File: src/rtl/sr_ctrl_pkg.sv
// Shared types and defaults for the S/R latch sequencer.
//   state_e     : controller FSM states (IDLE, PULSE, GUARD, DONE)
//   grant_e     : which requester owns the current operation (SET, CLEAR)
//   PULSE_W_DEF : default S/R pulse width in cycles
//   GUARD_W_DEF : default S=R=0 guard width in cycles
//   arbitrate() : grant decision for the IDLE state
package sr_ctrl_pkg;

  localparam int PULSE_W_DEF = 2;
  localparam int GUARD_W_DEF = 1;

  typedef enum logic [1:0] {
    IDLE  = 2'd0,
    PULSE = 2'd1,
    GUARD = 2'd2,
    DONE  = 2'd3
  } state_e;

  typedef enum logic {
    SET   = 1'b0,
    CLEAR = 1'b1
  } grant_e;

  // A lone request wins outright; a tie goes to whichever side did not
  // win last time, so neither requester can starve the other.
  function automatic grant_e arbitrate(input logic   set_r,
                                       input logic   clr_r,
                                       input grant_e last);
    if (set_r && clr_r) return (last == SET) ? CLEAR : SET;
    else if (set_r)     return SET;
    else                return CLEAR;
  endfunction

endpackage

File: src/rtl/sr_pulse_timer.sv
// Loadable down-counter used to time both the S/R pulse and the guard gap.
//   clk, rst  : clock, asynchronous active-high reset
//   load      : load load_val on the next edge (counter then runs down)
//   load_val  : number of further cycles to count (width CW)
//   done      : counter has reached zero
module sr_pulse_timer #(
  parameter int CW = 2
) (
  input  logic          clk,
  input  logic          rst,
  input  logic          load,
  input  logic [CW-1:0] load_val,
  output logic          done
);

  logic [CW-1:0] cnt;

  // Saturates at zero so it never wraps while the FSM sits in IDLE/DONE.
  always_ff @(posedge clk or posedge rst) begin
    if (rst) begin
      cnt <= '0;
    end else if (load) begin
      cnt <= load_val;
    end else if (cnt != '0) begin
      cnt <= cnt - CW'(1);
    end
  end

  assign done = (cnt == '0);

endmodule

File: src/rtl/sr_latch_ctrl.sv
// Sequencer/arbiter that owns the S and R inputs of one S/R latch.
// Each granted request becomes a PULSE_W-cycle pulse on exactly one of
// S or R, then GUARD_W cycles with both low, then a one-cycle ack.
// S and R are only ever driven from the single latched grant, so the
// forbidden S=R=1 combination cannot occur.
//
// Optional feature: define SR_LATCH_CTRL_VERIFY_EN to compare q_in with
// the expected latch value in DONE and raise sticky err on mismatch.
//
// Ports:
//   clk, rst          : clock, asynchronous active-high reset
//   set_req, set_ack  : set requester (level request, 1-cycle ack)
//   clr_req, clr_ack  : clear requester (level request, 1-cycle ack)
//   s_out, r_out      : registered drives to latch S and R
//   q_in              : latch Q readback (VERIFY_EN only)
//   err_clr           : clears sticky err
//   busy              : controller is not IDLE
//   err               : sticky readback mismatch
module sr_latch_ctrl
  import sr_ctrl_pkg::*;
#(
  parameter int PULSE_W = PULSE_W_DEF,
  parameter int GUARD_W = GUARD_W_DEF
) (
  input  logic clk,
  input  logic rst,
  input  logic set_req,
  output logic set_ack,
  input  logic clr_req,
  output logic clr_ack,
  output logic s_out,
  output logic r_out,
  input  logic q_in,
  input  logic err_clr,
  output logic busy,
  output logic err
);

  localparam int MAXW = (PULSE_W > GUARD_W) ? PULSE_W : GUARD_W;
  localparam int CW   = $clog2(MAXW + 1);

  state_e        state;
  grant_e        grant;
  grant_e        last_grant;
  grant_e        req_grant;
  logic          any_req;
  logic          tmr_load;
  logic [CW-1:0] tmr_val;
  logic          tmr_done;

  assign any_req   = set_req | clr_req;
  assign req_grant = arbitrate(set_req, clr_req, last_grant);
  assign busy      = (state != IDLE);

  // The timer is loaded with N-1 on entry to PULSE/GUARD so that done
  // rises in the N-th cycle of that state.
  always_comb begin
    tmr_load = 1'b0;
    tmr_val  = CW'(PULSE_W - 1);
    if (state == IDLE && any_req) begin
      tmr_load = 1'b1;
    end else if (state == PULSE && tmr_done) begin
      tmr_load = 1'b1;
      tmr_val  = CW'(GUARD_W - 1);
    end
  end

  sr_pulse_timer #(
    .CW(CW)
  ) u_timer (
    .clk      (clk),
    .rst      (rst),
    .load     (tmr_load),
    .load_val (tmr_val),
    .done     (tmr_done)
  );

  always_ff @(posedge clk or posedge rst) begin
    if (rst) begin
      state      <= IDLE;
      grant      <= SET;
      last_grant <= SET;
      s_out      <= 1'b0;
      r_out      <= 1'b0;
      set_ack    <= 1'b0;
      clr_ack    <= 1'b0;
    end else begin
      set_ack <= 1'b0;
      clr_ack <= 1'b0;
      unique case (state)
        IDLE: begin
          if (any_req) begin
            state      <= PULSE;
            grant      <= req_grant;
            last_grant <= req_grant;
            s_out      <= (req_grant == SET);
            r_out      <= (req_grant == CLEAR);
          end
        end
        PULSE: begin
          if (tmr_done) begin
            state <= GUARD;
            s_out <= 1'b0;
            r_out <= 1'b0;
          end
        end
        GUARD: begin
          if (tmr_done) begin
            state   <= DONE;
            set_ack <= (grant == SET);
            clr_ack <= (grant == CLEAR);
          end
        end
        DONE: begin
          state <= IDLE;
        end
        default: state <= IDLE;
      endcase
    end
  end

`ifdef SR_LATCH_CTRL_VERIFY_EN
  logic exp_q;
  assign exp_q = (grant == SET);

  // A new mismatch takes priority over a simultaneous err_clr.
  always_ff @(posedge clk or posedge rst) begin
    if (rst) begin
      err <= 1'b0;
    end else if (state == DONE && q_in != exp_q) begin
      err <= 1'b1;
    end else if (err_clr) begin
      err <= 1'b0;
    end
  end
`else
  logic unused_verify;
  assign unused_verify = q_in | err_clr;
  assign err           = 1'b0;
`endif

endmodule

File: config.mk
export PLATFORM = sky130hd
export DESIGN_NAME = sr_latch_ctrl
export DESIGN_NICKNAME = d
export VERILOG_FILES = /design/src/rtl/sr_ctrl_pkg.sv /design/src/rtl/sr_pulse_timer.sv /design/src/rtl/sr_latch_ctrl.sv
export SDC_FILE = /design/constraint.sdc
export NUM_CORES = 1
export LEC_CHECK = 0
export CORE_UTILIZATION = 40
export CTS_BUF_LIST = sky130_fd_sc_hd__clkbuf_4
export DETAILED_ROUTE_END_ITERATION = 7
export PLACE_DENSITY = 0.64
export SETUP_SLACK_MARGIN = 0.4
export SLEW_MARGIN = 20
export SYNTH_ARGS = -nofsm -noshare
export SYNTH_HDL_FRONTEND = slang
export SYNTH_HIERARCHICAL = 1
export SYNTH_SLANG_ARGS = --single-unit
File: constraint.sdc
create_clock -name clk -period 1.76 [get_ports clk]
set_input_delay 0.44 -clock clk [delete_from_list [all_inputs] [get_ports clk]]
set_output_delay 0.44 -clock clk [all_outputs]
set_load 0.05 [all_outputs]
**After elaboration in Yosys (flattened, before gate mapping)**

Index checks and enable logic that the tools add are counted.

- Register bits after elaboration: 9
- Word-level logic and storage cells: 51
- Output and inout bits: 6
- Memories kept: 0
- Memory bits (read-only): 0
- RAM bits: 0
- Latch bits: 0

- Div/mod/pow operators: 0
- Bitwise gates (word level): 3
- Magnitude comparators: 0
- Reductions and logical operators: 12
- Eq/ne operators: 6
- Multiply operators: 0
- Shift-type cells: 0
- Muxes and demuxes: 22
- $add $sub $neg: 1

Operator list:

| operator | number |
|---|---|
| $mux 1 | 14 |
| $mux 2 | 5 |
| $pmux 2 s4 | 1 |
| $reduce_bool 2->1 | 4 |
| $ne 2x2->1 const B | 3 |
| $reduce_and 3->1 | 2 |
| $eq 2x2->1 const B | 2 |
| $logic_not 2->1 | 2 |
| $pmux 1 s2 | 2 |
| $logic_and 1x1->1 | 3 |
| $eq 2x1->1 const B | 1 |
| $not 1->1 | 2 |
| $reduce_and 2->1 | 1 |
| $sub 2x1->2 const B | 1 |
| $or 1x1->1 | 1 |

**Longest topological paths before layout**

Gate-level depths: netlist of the first run.

- Depth in word-level cells: 5
- Mapped depth: 6
- Mapped depth without buffers: 6

**Cells and area by module**

The synthesis of the first run kept the hierarchy.

By module, submodules not included:

| module | cells each | area an instance (um2) | times used |
|---|---|---|---|
| sr_latch_ctrl | 40 | 394.1 | 1 |
| sr_pulse_timer | 13 | 127.6 | 1 |

**Worst setup path before layout of the first run**

Ideal clock, no wire load.

- Kind: register -> output
- Start: reg state[0]
- End: out busy
- Buffers on the path: 0
- Data required time: 1.320 ns
- Arrival: 1.008 ns
- Path slack: 0.312 ns
- Stages on the path, launching flop included: 4
- Cell sequence: dfrtp_1 > inv_1 > ha_1 > inv_1

- Cells in the longest elaborated chain, start to end: 1

Ends and longest elaborated chain:

| item | RTL line | source |
|---|---|---|
| from (decl) | sr_latch_ctrl.sv:42 | `state_e state;` |
| from (signal assigned) | sr_latch_ctrl.sv:80 | `state <= IDLE;` |
| from (signal assigned) | sr_latch_ctrl.sv:93 | `state <= PULSE;` |
| from (signal assigned) | sr_latch_ctrl.sv:102 | `state <= GUARD;` |
| $reduce_bool 2->1 | sr_latch_ctrl.sv:53 | `assign busy = (state != IDLE);` |
| to (decl) | sr_latch_ctrl.sv:35 | `output logic busy,` |

Every way passes these cells.

**Final worst setup path of the first run**

Ends and elaborated chain as after synthesis.

==> key figures, run 1 <==
Run status
  – Run status: finished clean

Clock network
  – CTS buffer count: 3
  – Clk_lat worst skew: 0.26 ns
  – Clock tree from TritonCTS: built
  – # clock sinks: 9
  – CTS clk-pin slew, worst paths: 0.08 ns
  – Root Driver: clkbuf_4
  – CTS Buffer Depth: 2
  – H-tree depth: 1

Die
  – DIE WIDTH: 38.1 um
  – Rows: 12
  – Total die area: 0.00145 sq mm
  – CORE AREA: 0.00116 sq mm
  – Die height: 38.1 um
  – Initial Utilization: 45.1%
  – IO Pins: 12

Global routing
  – Total GRT Usage: 20.1%
  – Initial antenna violation count: 0
  – Total gr overflow: 0
  – Vias in the first global route: 369
  – First-pass GRT wire length: 1840 um
  – Largest net degree at the start of global routing: 9

Worst setup path
  – Delay-heaviest family, CP: flip-flops
  – Buf/Inv on CP: 3
  – Crit path capture type: primary output
  – Required time of the critical path: 1.32 ns
  – Setup CP Type: flip-flop to primary output
  – Critical Path Fanout Max: 2
  – Max incr delay on CP: 0.40 ns
  – Cells along the critical path: inv_2, ha_4, clkinvlp_4, buf_12
  – Crit-path slowest cell: dfrtp_1
  – Startpoint types: flip-flop
  – Worst EP arrival: 1.14 ns

Yosys
  – Post-synthesis cell count: 53
  – YS warnings: 6
  – #FFs+latches synth: 9
  – Post-synthesis average cell area: 9.84 sq um
  – Mapped Area: 522 sq um
  – Cell variety after synth: 23
  – Sequential area share after synthesis: 43.2%

Timing
  – Final hold viol count: 0
  – FMAX: 633 MHz
  – Period utilization: 89.8%
  – RSZ-0062 raised after global routing: true
  – Max-slew violation total from the final report: 0
  – Min Tclk post-route: 1.58 ns
  – Final setup fails: 0
  – Setup_tns: 0 ns
  – Final Skew: 0.00930 ns

Cells and area
  – Fin nets: 91
  – Diode count: 0
  – Layout cells sized above 1: 55.7%
  – Core Util, Final: 76.3%
  – Layout area overhead: 69.1%

Detailed routing
  – Routed length per instance: 13.9 um
  – Post-route ant nets: 0
  – Routed vias: 462
  – DRT iter0 DRCs: 16
  – Post-DR vias/cell: 4.97
  – Routed wire length: 1300 um
  – TritonRoute pass-1 iters: 4
  – Residual DRC: 0

Placement
  – Buffers added on ports: 8
  – HPWL after detailed placement: 634 um
  – GPL Wtd Cong: 0.696

Worst hold path
  – Hold/Removal Path Class: primary input to async pin

Job
  – Number of max-cap violations: 0

Pwr
  – P_sw: 0.828 mW
  – VDD IR-drop max: 1.34 mV
  – Seq pwr share: 19.0%
  – Sw frac: 42.1%
  – Internal power: 1.14 mW
  – Logic pwr share: 71.7%
  – PD cells: 2230 mW/mm^2
  – Leak Pwr: 0.417 nW
  – Clk pwr share: 9.3%
routing by layer:
| metal | global-route usage, % | vias to the layer above | wire (um) | part of all wire (%) |
|---|---|---|---|---|
| met5 | 0 | - | 0 | 0 |
| met4 | 10.7 | 0 | 18 | 1.4 |
| met3 | 3.49 | 2 | 66 | 5.1 |
| met2 | 30.1 | 21 | 633 | 49 |
| met1 | 27.2 | 216 | 577 | 45 |
| li1 | - | 223 | - | - |
Yosys cell counts:
cell	number	area (sq um)
o2bb2ai_1	1	8.76
inv_1	8	30.0
a22oi_2	1	12.5
o31ai_2	1	12.5
xor2_1	1	8.76
dfrtp_1	9	225
o21ai_0	3	15.0
nand2b_1	2	12.5
nor2b_1	1	6.26
mux2_1	1	11.3
buf_4	1	7.51
a31oi_1	1	6.26
mux2_2	1	11.3
conb_1	1	3.75
nor2b_4	1	13.8
ha_1	5	62.6
nor2_1	4	15.0
nand3_1	1	5.00
and3_1	1	6.26
nand4b_1	1	8.76
nand2_1	5	18.8
mux2i_1	1	10.0
a21oi_1	2	10.0
logic make-up after synthesis:
group                      after synthesis  share of synthesized area [%]
and+or+nand+nor                         16                           16.5
AOI/OAI and AO/OA                        9                           12.5
DFF                                      9                           43.2
buffers and inverters                    9                           7.20
adders and majority gates                5                           12.0
muxes                                    3                           6.23
other                                    1                          0.719
xor gates and xnor gates                 1                           1.68
registers in the layout, summed over array words and instances, names as in the netlist:
| name | count |
|---|---|
| clr_ack | 1 |
| u_timer/cnt | 2 |
| s_out | 1 |
| state | 2 |
| last_grant | 1 |
| set_ack | 1 |
| r_out | 1 |
metrics by stage:
| step | power [mW] | instance area [sq um] | setup slack (ns) | cells | hold slack [ns] |
|---|---|---|---|---|---|
| floorplan | 1.02 | 553 | 0.406 | 54 | 0.181 |
| global placement | 1.23 | 658 | 0.0275 | 77 | 0.479 |
| detailed placement | 1.24 | 658 | 0.0177 | 77 | 0.480 |
| CTS | 1.73 | 815 | 0.193 | 90 | 0.361 |
| global route | 2.06 | 882 | 0.144 | 93 | 0.367 |
| finish | 1.96 | 882 | 0.180 | 93 | 0.361 |
final timing paths:
| check | from | end | slack (ns) | cells after the start |
|---|---|---|---|---|
| setup / recovery | state[0]$_DFFE_PP0P_ | busy | 0.18 | 4 |
| hold / removal | rst | u_timer/cnt[1]$_DFFE_PP0P_ | 0.36 | 2 |
| setup reg to reg | state[0]$_DFFE_PP0P_ | state[1]$_DFFE_PP0P_ | 0.23 | 8 |
| hold reg to reg | r_out$_DFFE_PP0P_ | r_out$_DFFE_PP0P_ | 0.52 | 1 |
| max in group asynchronous | rst | r_out$_DFFE_PP0P_ | 1.08 | 2 |
| min in group clk | r_out$_DFFE_PP0P_ | r_out$_DFFE_PP0P_ | 0.52 | 1 |
layout by cell type, fill, tap and decap left out, types with 2 or more instances in the layout:
| cell | count |
|---|---|
| inv_1 | 5 |
| clkbuf_4 | 4 |
| clkdlybuf4s50_1 | 2 |
| dfrtp_1 | 9 |
| buf_6 | 4 |
| nand2_2 | 2 |
| buf_4 | 14 |
| a21oi_1 | 2 |
| inv_2 | 2 |
| nor2_4 | 2 |
| ha_4 | 4 |
| o21ai_0 | 2 |
| mux2_4 | 2 |
| nand2_1 | 3 |
| conb_1 | 2 |
power groups by stage:
stage	combinational (mW)	sequential (mW)	clock (mW)
6_report	1.41	0.374	0.183
5_1_grt	1.48	0.384	0.197
4_1_cts	1.18	0.368	0.183
3_5_place_dp	0.869	0.373	0
3_3_place_gp	0.861	0.372	0
2_1_floorplan	0.553	0.463	0
what timing repair did:
action	in CTS	in global routing
setup buffers	9	3
pin swaps	7	2
resized for setup	13	10
hold buffers	0	0
setup endpoints to repair	5	6
layout make-up:
type | count | area (sq um)
clock buffer | 4 | 30.0
fill | 71 | 274
inverter | 8 | 33.8
multi-input combinational | 36 | 377
sequential | 9 | 225
tap | 14 | 17.5
timing repair buffer | 22 | 199
Power figures use the tool's default switching activity.
==> run 2, diff against run 1 <==
- HOLD_SLACK_MARGIN: unset -> 0.08
==> results of run 2 <==
No change in the layout: final DEF, timing and power equal those of run 1.
